**src/rtl/rect_fill_pkg.sv**
```systemverilog
// Shared types and constants for the rectangle-fill engine.
package rect_fill_pkg;

    localparam int SCREEN_W_DEF = 320;
    localparam int SCREEN_H_DEF = 240;
    localparam int X_W    = 9;
    localparam int Y_W    = 8;
    localparam int PIX_W  = 8;
    // One bit wider than X_W so x+width can never wrap
    localparam int CLIP_W = 10;

    typedef enum logic [2:0] {IDLE, SETUP, ISSUE, WAIT, FINISH} state_e;

    // Operands latched on start
    typedef struct packed {
        logic [X_W-1:0]   x;
        logic [Y_W-1:0]   y;
        logic [X_W-1:0]   w;
        logic [Y_W-1:0]   h;
        logic [PIX_W-1:0] color;
    } rect_t;

endpackage

```
**src/rtl/rect_fill_if.sv**
```systemverilog
// Pixel-write bus between the fill engine (master) and MemoryManager (slave).
interface rect_fill_if;
    import rect_fill_pkg::*;

    logic [X_W-1:0]   memoryXCoord;
    logic [Y_W-1:0]   memoryYCoord;
    logic [PIX_W-1:0] memoryWriteData;
    logic             memoryWriteRequest;
    logic             memoryWriteComplete;

    modport master (
        output memoryXCoord, memoryYCoord, memoryWriteData, memoryWriteRequest,
        input  memoryWriteComplete
    );

    modport slave (
        input  memoryXCoord, memoryYCoord, memoryWriteData, memoryWriteRequest,
        output memoryWriteComplete
    );

endinterface

```
**src/rtl/rect_clip.sv**
```systemverilog
// Combinational clip of a rectangle against the screen: exclusive end
// coordinates and an "empty" flag when nothing is visible.
module rect_clip
    import rect_fill_pkg::*;
#(
    parameter int SCREEN_W = SCREEN_W_DEF,
    parameter int SCREEN_H = SCREEN_H_DEF
) (
    input  rect_t             rect_i,
    output logic [CLIP_W-1:0] x_end_o,
    output logic [CLIP_W-1:0] y_end_o,
    output logic              empty_o
);

    localparam logic [CLIP_W-1:0] SW = CLIP_W'(SCREEN_W);
    localparam logic [CLIP_W-1:0] SH = CLIP_W'(SCREEN_H);

    logic [CLIP_W-1:0] x_sum, y_sum, x0, y0;

    // min(origin+size, screen) in 10-bit arithmetic
    always_comb begin
        x0      = {1'b0, rect_i.x};
        y0      = {2'b0, rect_i.y};
        x_sum   = x0 + {1'b0, rect_i.w};
        y_sum   = y0 + {2'b0, rect_i.h};
        x_end_o = (x_sum > SW) ? SW : x_sum;
        y_end_o = (y_sum > SH) ? SH : y_sum;
        empty_o = (x0 >= SW) || (y0 >= SH) || (rect_i.w == '0) || (rect_i.h == '0);
    end

endmodule

```
**src/rtl/rect_fill_engine.sv**
```systemverilog
// Rectangle fill: clips a rectangle to the framebuffer and issues one
// request/complete pixel write per visible location in raster order.
// Optional checkerboard second colour: define RECT_FILL_PATTERN_EN.
module rect_fill_engine
    import rect_fill_pkg::*;
#(
    parameter int SCREEN_W = SCREEN_W_DEF,
    parameter int SCREEN_H = SCREEN_H_DEF
) (
    input  logic             clock,
    input  logic             reset,
    input  logic             start,
    input  logic             abort,
    input  logic [X_W-1:0]   rectX,
    input  logic [Y_W-1:0]   rectY,
    input  logic [X_W-1:0]   rectWidth,
    input  logic [Y_W-1:0]   rectHeight,
    input  logic [PIX_W-1:0] fillColor,
`ifdef RECT_FILL_PATTERN_EN
    input  logic [PIX_W-1:0] fillColorAlt,
`endif
    output logic             busy,
    output logic             done,
    rect_fill_if.master      mem
);

    state_e            state_q;
    rect_t             rect_q;
    logic [X_W-1:0]    x_q, mx_q;
    logic [Y_W-1:0]    y_q, my_q;
    logic [PIX_W-1:0]  md_q;
    logic [CLIP_W-1:0] x_end_q, y_end_q;
    logic              busy_q, done_q, req_q;
`ifdef RECT_FILL_PATTERN_EN
    logic [PIX_W-1:0]  alt_q;
`endif

    logic [CLIP_W-1:0] clip_x_end, clip_y_end;
    logic              clip_empty;

    rect_clip #(.SCREEN_W(SCREEN_W), .SCREEN_H(SCREEN_H)) u_clip (
        .rect_i  (rect_q),
        .x_end_o (clip_x_end),
        .y_end_o (clip_y_end),
        .empty_o (clip_empty)
    );

    logic [CLIP_W-1:0] x_inc, y_inc;
    logic [X_W-1:0]    x_d;
    logic [Y_W-1:0]    y_d;
    logic              row_end, last_d;
    logic [PIX_W-1:0]  pix_d;

    // Next raster position after the current pixel, and its colour
    always_comb begin
        x_inc   = {1'b0, x_q} + CLIP_W'(1);
        y_inc   = {2'b0, y_q} + CLIP_W'(1);
        row_end = (x_inc == x_end_q);
        x_d     = x_inc[X_W-1:0];
        y_d     = y_q;
        if (row_end) begin
            x_d = rect_q.x;
            y_d = y_inc[Y_W-1:0];
        end
        last_d = row_end && (y_inc == y_end_q);
`ifdef RECT_FILL_PATTERN_EN
        pix_d = (x_q[0] ^ y_q[0]) ? alt_q : rect_q.color;
`else
        pix_d = rect_q.color;
`endif
    end

    // Control FSM with registered bus and status outputs
    always_ff @(posedge clock) begin
        if (reset) begin
            state_q <= IDLE;
            rect_q  <= '0;
            x_q     <= '0;
            y_q     <= '0;
            x_end_q <= '0;
            y_end_q <= '0;
            mx_q    <= '0;
            my_q    <= '0;
            md_q    <= '0;
            req_q   <= 1'b0;
            busy_q  <= 1'b0;
            done_q  <= 1'b0;
`ifdef RECT_FILL_PATTERN_EN
            alt_q   <= '0;
`endif
        end else begin
            done_q <= 1'b0;
            case (state_q)
                IDLE: begin
                    busy_q <= start;
                    if (start) begin
                        rect_q  <= '{x: rectX, y: rectY, w: rectWidth,
                                     h: rectHeight, color: fillColor};
`ifdef RECT_FILL_PATTERN_EN
                        alt_q   <= fillColorAlt;
`endif
                        state_q <= SETUP;
                    end
                end
                SETUP: begin
                    x_end_q <= clip_x_end;
                    y_end_q <= clip_y_end;
                    x_q     <= rect_q.x;
                    y_q     <= rect_q.y;
                    state_q <= (clip_empty || abort) ? FINISH : ISSUE;
                end
                ISSUE: begin
                    mx_q    <= x_q;
                    my_q    <= y_q;
                    md_q    <= pix_d;
                    req_q   <= 1'b1;
                    state_q <= WAIT;
                end
                WAIT: begin
                    // abort is only honoured once the in-flight write completes
                    if (mem.memoryWriteComplete) begin
                        req_q   <= 1'b0;
                        x_q     <= x_d;
                        y_q     <= y_d;
                        state_q <= (last_d || abort) ? FINISH : ISSUE;
                    end
                end
                FINISH: begin
                    // busy stays high through the done cycle, drops in IDLE
                    done_q  <= 1'b1;
                    state_q <= IDLE;
                end
                default: state_q <= IDLE;
            endcase
        end
    end

    assign busy                   = busy_q;
    assign done                   = done_q;
    assign mem.memoryXCoord       = mx_q;
    assign mem.memoryYCoord       = my_q;
    assign mem.memoryWriteData    = md_q;
    assign mem.memoryWriteRequest = req_q;

endmodule

```
**src/flat_wrapper.sv**
```systemverilog
// flat-port wrapper written by rule: the top's interface ports become plain ports
module rect_fill_engine_flat import rect_fill_pkg::*;
#(
    parameter int SCREEN_W = SCREEN_W_DEF,
    parameter int SCREEN_H = SCREEN_H_DEF
)
  (clock, reset, start, abort, rectX, rectY, rectWidth, rectHeight, fillColor, busy, done, mem_memoryXCoord, mem_memoryYCoord, mem_memoryWriteData, mem_memoryWriteRequest, mem_memoryWriteComplete);
  rect_fill_if mem_i ();
  input  logic clock;
  input  logic reset;
  input  logic start;
  input  logic abort;
  input  logic [X_W-1:0] rectX;
  input  logic [Y_W-1:0] rectY;
  input  logic [X_W-1:0] rectWidth;
  input  logic [Y_W-1:0] rectHeight;
  input  logic [PIX_W-1:0] fillColor;
  output logic busy;
  output logic done;
  output wire logic [$bits(mem_i.memoryXCoord)-1:0] mem_memoryXCoord;
  output wire logic [$bits(mem_i.memoryYCoord)-1:0] mem_memoryYCoord;
  output wire logic [$bits(mem_i.memoryWriteData)-1:0] mem_memoryWriteData;
  output wire logic [$bits(mem_i.memoryWriteRequest)-1:0] mem_memoryWriteRequest;
  input wire logic [$bits(mem_i.memoryWriteComplete)-1:0] mem_memoryWriteComplete;
  assign mem_memoryXCoord = mem_i.memoryXCoord;
  assign mem_memoryYCoord = mem_i.memoryYCoord;
  assign mem_memoryWriteData = mem_i.memoryWriteData;
  assign mem_memoryWriteRequest = mem_i.memoryWriteRequest;
  assign mem_i.memoryWriteComplete = mem_memoryWriteComplete;
  rect_fill_engine #(.SCREEN_W(SCREEN_W), .SCREEN_H(SCREEN_H)) u_core (.clock(clock), .reset(reset), .start(start), .abort(abort), .rectX(rectX), .rectY(rectY), .rectWidth(rectWidth), .rectHeight(rectHeight), .fillColor(fillColor), .busy(busy), .done(done), .mem(mem_i));
endmodule
```
**config.mk**
```make
export PLATFORM = sky130hd
export DESIGN_NAME = rect_fill_engine_flat
export DESIGN_NICKNAME = d
export VERILOG_FILES = /design/src/rtl/rect_fill_pkg.sv /design/src/rtl/rect_fill_if.sv /design/src/rtl/rect_clip.sv /design/src/rtl/rect_fill_engine.sv /design/src/flat_wrapper.sv
export SDC_FILE = /design/constraint.sdc
export NUM_CORES = 1
export LEC_CHECK = 0
export ABC_AREA = 1
export BUFFER_PORTS_ARGS = -buffer_cell sky130_fd_sc_hd__buf_4
export CORE_UTILIZATION = 30
export CTS_BUF_LIST = sky130_fd_sc_hd__clkbuf_8 sky130_fd_sc_hd__clkbuf_16
export CTS_CLUSTER_SIZE = 20
export DETAILED_ROUTE_END_ITERATION = 16
export GPL_TIMING_DRIVEN = 0
export MAX_ROUTING_LAYER = met4
export PLACE_DENSITY_LB_ADDON = 0.15
export SETUP_SLACK_MARGIN = 0.3
export SLEW_MARGIN = 10
export SYNTH_ARGS = -nofsm -noshare
export SYNTH_HDL_FRONTEND = slang
export SYNTH_HIERARCHICAL = 1
export SYNTH_SLANG_ARGS = --single-unit
```
**constraint.sdc**
```tcl
create_clock -name clock -period 5.1 [get_ports clock]
set_clock_uncertainty 0.15 [all_clocks]
set_input_delay 0.255 -clock clock [delete_from_list [all_inputs] [get_ports clock]]
set_output_delay 0.255 -clock clock [all_outputs]
set_load 0.01 [all_outputs]
```
==> run metrics <==
Avg Inst Size Synth=6.882 um2; CTS root buf=clkbuf_16; Reg2Reg Setup Slack=2.63 ns; GRT Util Overall=0.1841; CTS tree=yes; Final min period=2.471 ns; post-synthesis xor/xnor area fraction=0.008667; Ys Warns=6; LEAKAGE=3.229 nW; Hold Startpoint=fillColor[2]; measured slew at the worst slew-check pin=0.7269 ns; Critical Path AT=2.55 ns; chip width=144.2 um; CP Class=reg -> reg; # DRC=0; Num CTS Buffers=9; share of the synthesized area in the top cell type=0.3632; Core ar.=19650 um2; main combinational cell family by area after synthesis=simple AND/OR/NAND/NOR gates; Crit path required time=5.18 ns; asr flop ratio synth=0; GR Overflow Total=0; largest cells by area after synthesis=dfxtp_1, nand2_1, o21ai_0; number of synthesized flops with an enable pin=0; Fin Hold WS=0.02459 ns; Synth top cells by count=nand2_1, inv_1, dfxtp_1, o21ai_0, a21oi_1; Initial Util=0.3085; Worst slew margin=0.5154; largest net degree at the start of global routing=17; crit path launch type=flip-flop; clock transition at the registers of the reported paths=0.07 ns; Primary FF master, synth=dfxtp_1; hold buffers post-CTS=0; most numerous cell in the Yosys netlist=nand2_1; number of global-route vias before repair=5086; FF-to-FF path depth=14; Final Hold Vio Count=0; initial antenna violation count=0; deepest clock path buffer count=2; routed len/inst=14.31 um; Max-Cap Viols=0; CTS resizes=0; setup TNS=0 ns; pwr/cell area=350.1 nW/um2; compound-gate portion of the synthesized area=0.1876; Final Max Tran Viols=0; vias per cell=4.571; Iter 0 DRT Violations=420; Worst-Skew Late Latency=0.36 ns; NumNets Final=1035; setup repair bufs after CTS=0; HP Class=in -> reg; synth unique cells=35; CTS sink count=110; HPWL Detailed=13.78 mm; chip height=144.2 um; area of the multi-input gates=3213 um2; antenna cells=0; RSZ-0062 raised after global routing=no; # rows=51; die area=20780 um2; outcome=complete, no violations; CTS H-tree lvls=3; synthesized cell area=6063 um2; Reg area=2202 um2; setup ws final=2.629 ns; Tcrit/Tclk final=0.4845; Worst R2R Start=u_core/rect_q[16]; achievable frequency=404.7 MHz; Routed WL=17.70 mm; largest area contributor in the netlist=dfxtp_1; IO Port Bufs=73; drt pass-1 iters=5; fraction of synthesized area in multiplexers=0; post-synthesis simple-gate area fraction=0.2860; kind of end point of the critical path=flip-flop; IO Pins=75; Hold Path Sink=u_core/pix_d[2]; global-route wire length before repair=27.95 mm; Synth Area in Adders=0.04581; antenna viol nets, final=0; final number of setup-violating endpoints=0; post-synthesis sequential area ratio=0.3632; Post-Place Setup Slack=2.644 ns; gpl congestion=0.8521; Post-Syn Instances=881; synth-to-layout area growth=19.85%; vias post-DR=5654; Max FO, Critical Path=6; Yosys reg bits=110; layout cells sized above 1=0.1667; R2R Path End=u_core/x_end_q[5]; peak supply drop=0.0001718 V; Fillers=2169; worst hold stages=3
-- metal layers --
layer | share of wire | global-route usage
met5 | 0 | -
met4 | 0.0084 | 0.04155
met3 | 0.048 | 0.03543
met2 | 0.42 | 0.2677
met1 | 0.52 | 0.2607
-- worst max-delay path, cell delays in order (launching register included) --
cell and delay [ns]:
dfxtp_1 0.34, ha_1 0.25, fa_1 0.41, nand2_1 0.09
nand2_2 0.08, nand3_1 0.12, nand2_1 0.06, nand2_1 0.06
nand2_1 0.09, a21oi_2 0.13, nand2_2 0.08, nand2_4 0.12
nor2_2 0.04, o21ai_0 0.27, a21oi_1 0.06
-- registers in the layout (all words and copies together), names as in the netlist --
| register | cells |
|---|---|
| u_core/rect_q | 34 |
| u_core/state_q | 3 |
| u_core/mem.memoryWriteRequest | 1 |
| u_core/mem.memoryWriteData | 8 |
| u_core/mem.memoryYCoord | 8 |
| u_core/pix_d | 8 |
| u_core/x_end_q | 10 |
| u_core/y_q | 8 |
| u_core/y_end_q | 10 |
| u_core/x_q | 9 |
| u_core/busy | 1 |
| u_core/mem.memoryXCoord | 9 |
| u_core/done | 1 |
-- worst max path at each step --
| stage | from | to | slack (ns) | cells past startpoint |
|---|---|---|---|---|
| after detailed placement | u_core/rect_q[16] | u_core/x_end_q[2] | 2.64 | 14 |
| after global placement | u_core/rect_q[16] | u_core/x_end_q[2] | 2.64 | 14 |
| after CTS | u_core/rect_q[16] | u_core/x_end_q[2] | 2.62 | 14 |
| after global routing | u_core/rect_q[16] | u_core/x_end_q[2] | 2.44 | 14 |
| after floorplan | u_core/rect_q[16] | u_core/x_end_q[1] | 2.96 | 14 |
| final | u_core/rect_q[16] | u_core/x_end_q[5] | 2.63 | 14 |
-- layout make-up --
| cell class | instances | share of cell area |
|---|---|---|
| Timing Repair Buffer | 73 | 0.07541 |
| Inverter | 132 | 0.06818 |
| Clock buffer | 10 | 0.03289 |
| Buffer | 36 | 0.02204 |
| Sequential cell | 110 | 0.3030 |
| Tap cell | 265 | 0.04563 |
| Multi-Input combinational cell | 605 | 0.4421 |
| Clock inverter | 6 | 0.01067 |
-- per-stage QoR --
| stage | instance area, um2 | std cells | total power [mW] | utilization |
|---|---|---|---|---|
| after detailed placement | 6950 | 1221 | 1.794 | 0.3536 |
| after global placement | 6950 | 1221 | 1.791 | 0.3536 |
| after CTS | 7267 | 1237 | 2.571 | 0.3697 |
| after global routing | 7267 | 1237 | 2.719 | 0.3697 |
| final | 7267 | 1237 | 2.544 | 0.3697 |
| after floorplan | 6071 | 883 | 1.571 | - |
-- report_power, final --
| group | switching [mW] | leakage, nW | internal [mW] |
|---|---|---|---|
| registers | 0.0807 | 0.902 | 0.960 |
| clock network | 0.330 | 0.165 | 0.440 |
| logic | 0.459 | 2.16 | 0.274 |
-- logic make-up after synthesis --
kind of cell             count (synthesis)
flip-flops                             110
other                                    1
AND/OR/NAND/NOR                        362
buffers and inverters                  168
adder cells (fa/ha/maj)                 21
XOR/XNOR                                 6
AO/OA/AOI/OAI                          213
-- cells in the final DEF, fill, tap and decap left out, drive strengths merged, types with 11 or more instances in the layout --
cell / instances
clkbuf: 40
ha: 19
nand2: 179
buf: 79
dfxtp: 110
o21ai: 103
nand4: 11
inv: 131
a21oi: 107
nor2: 71
nand3: 84
(Power assumes the default switching activity.)
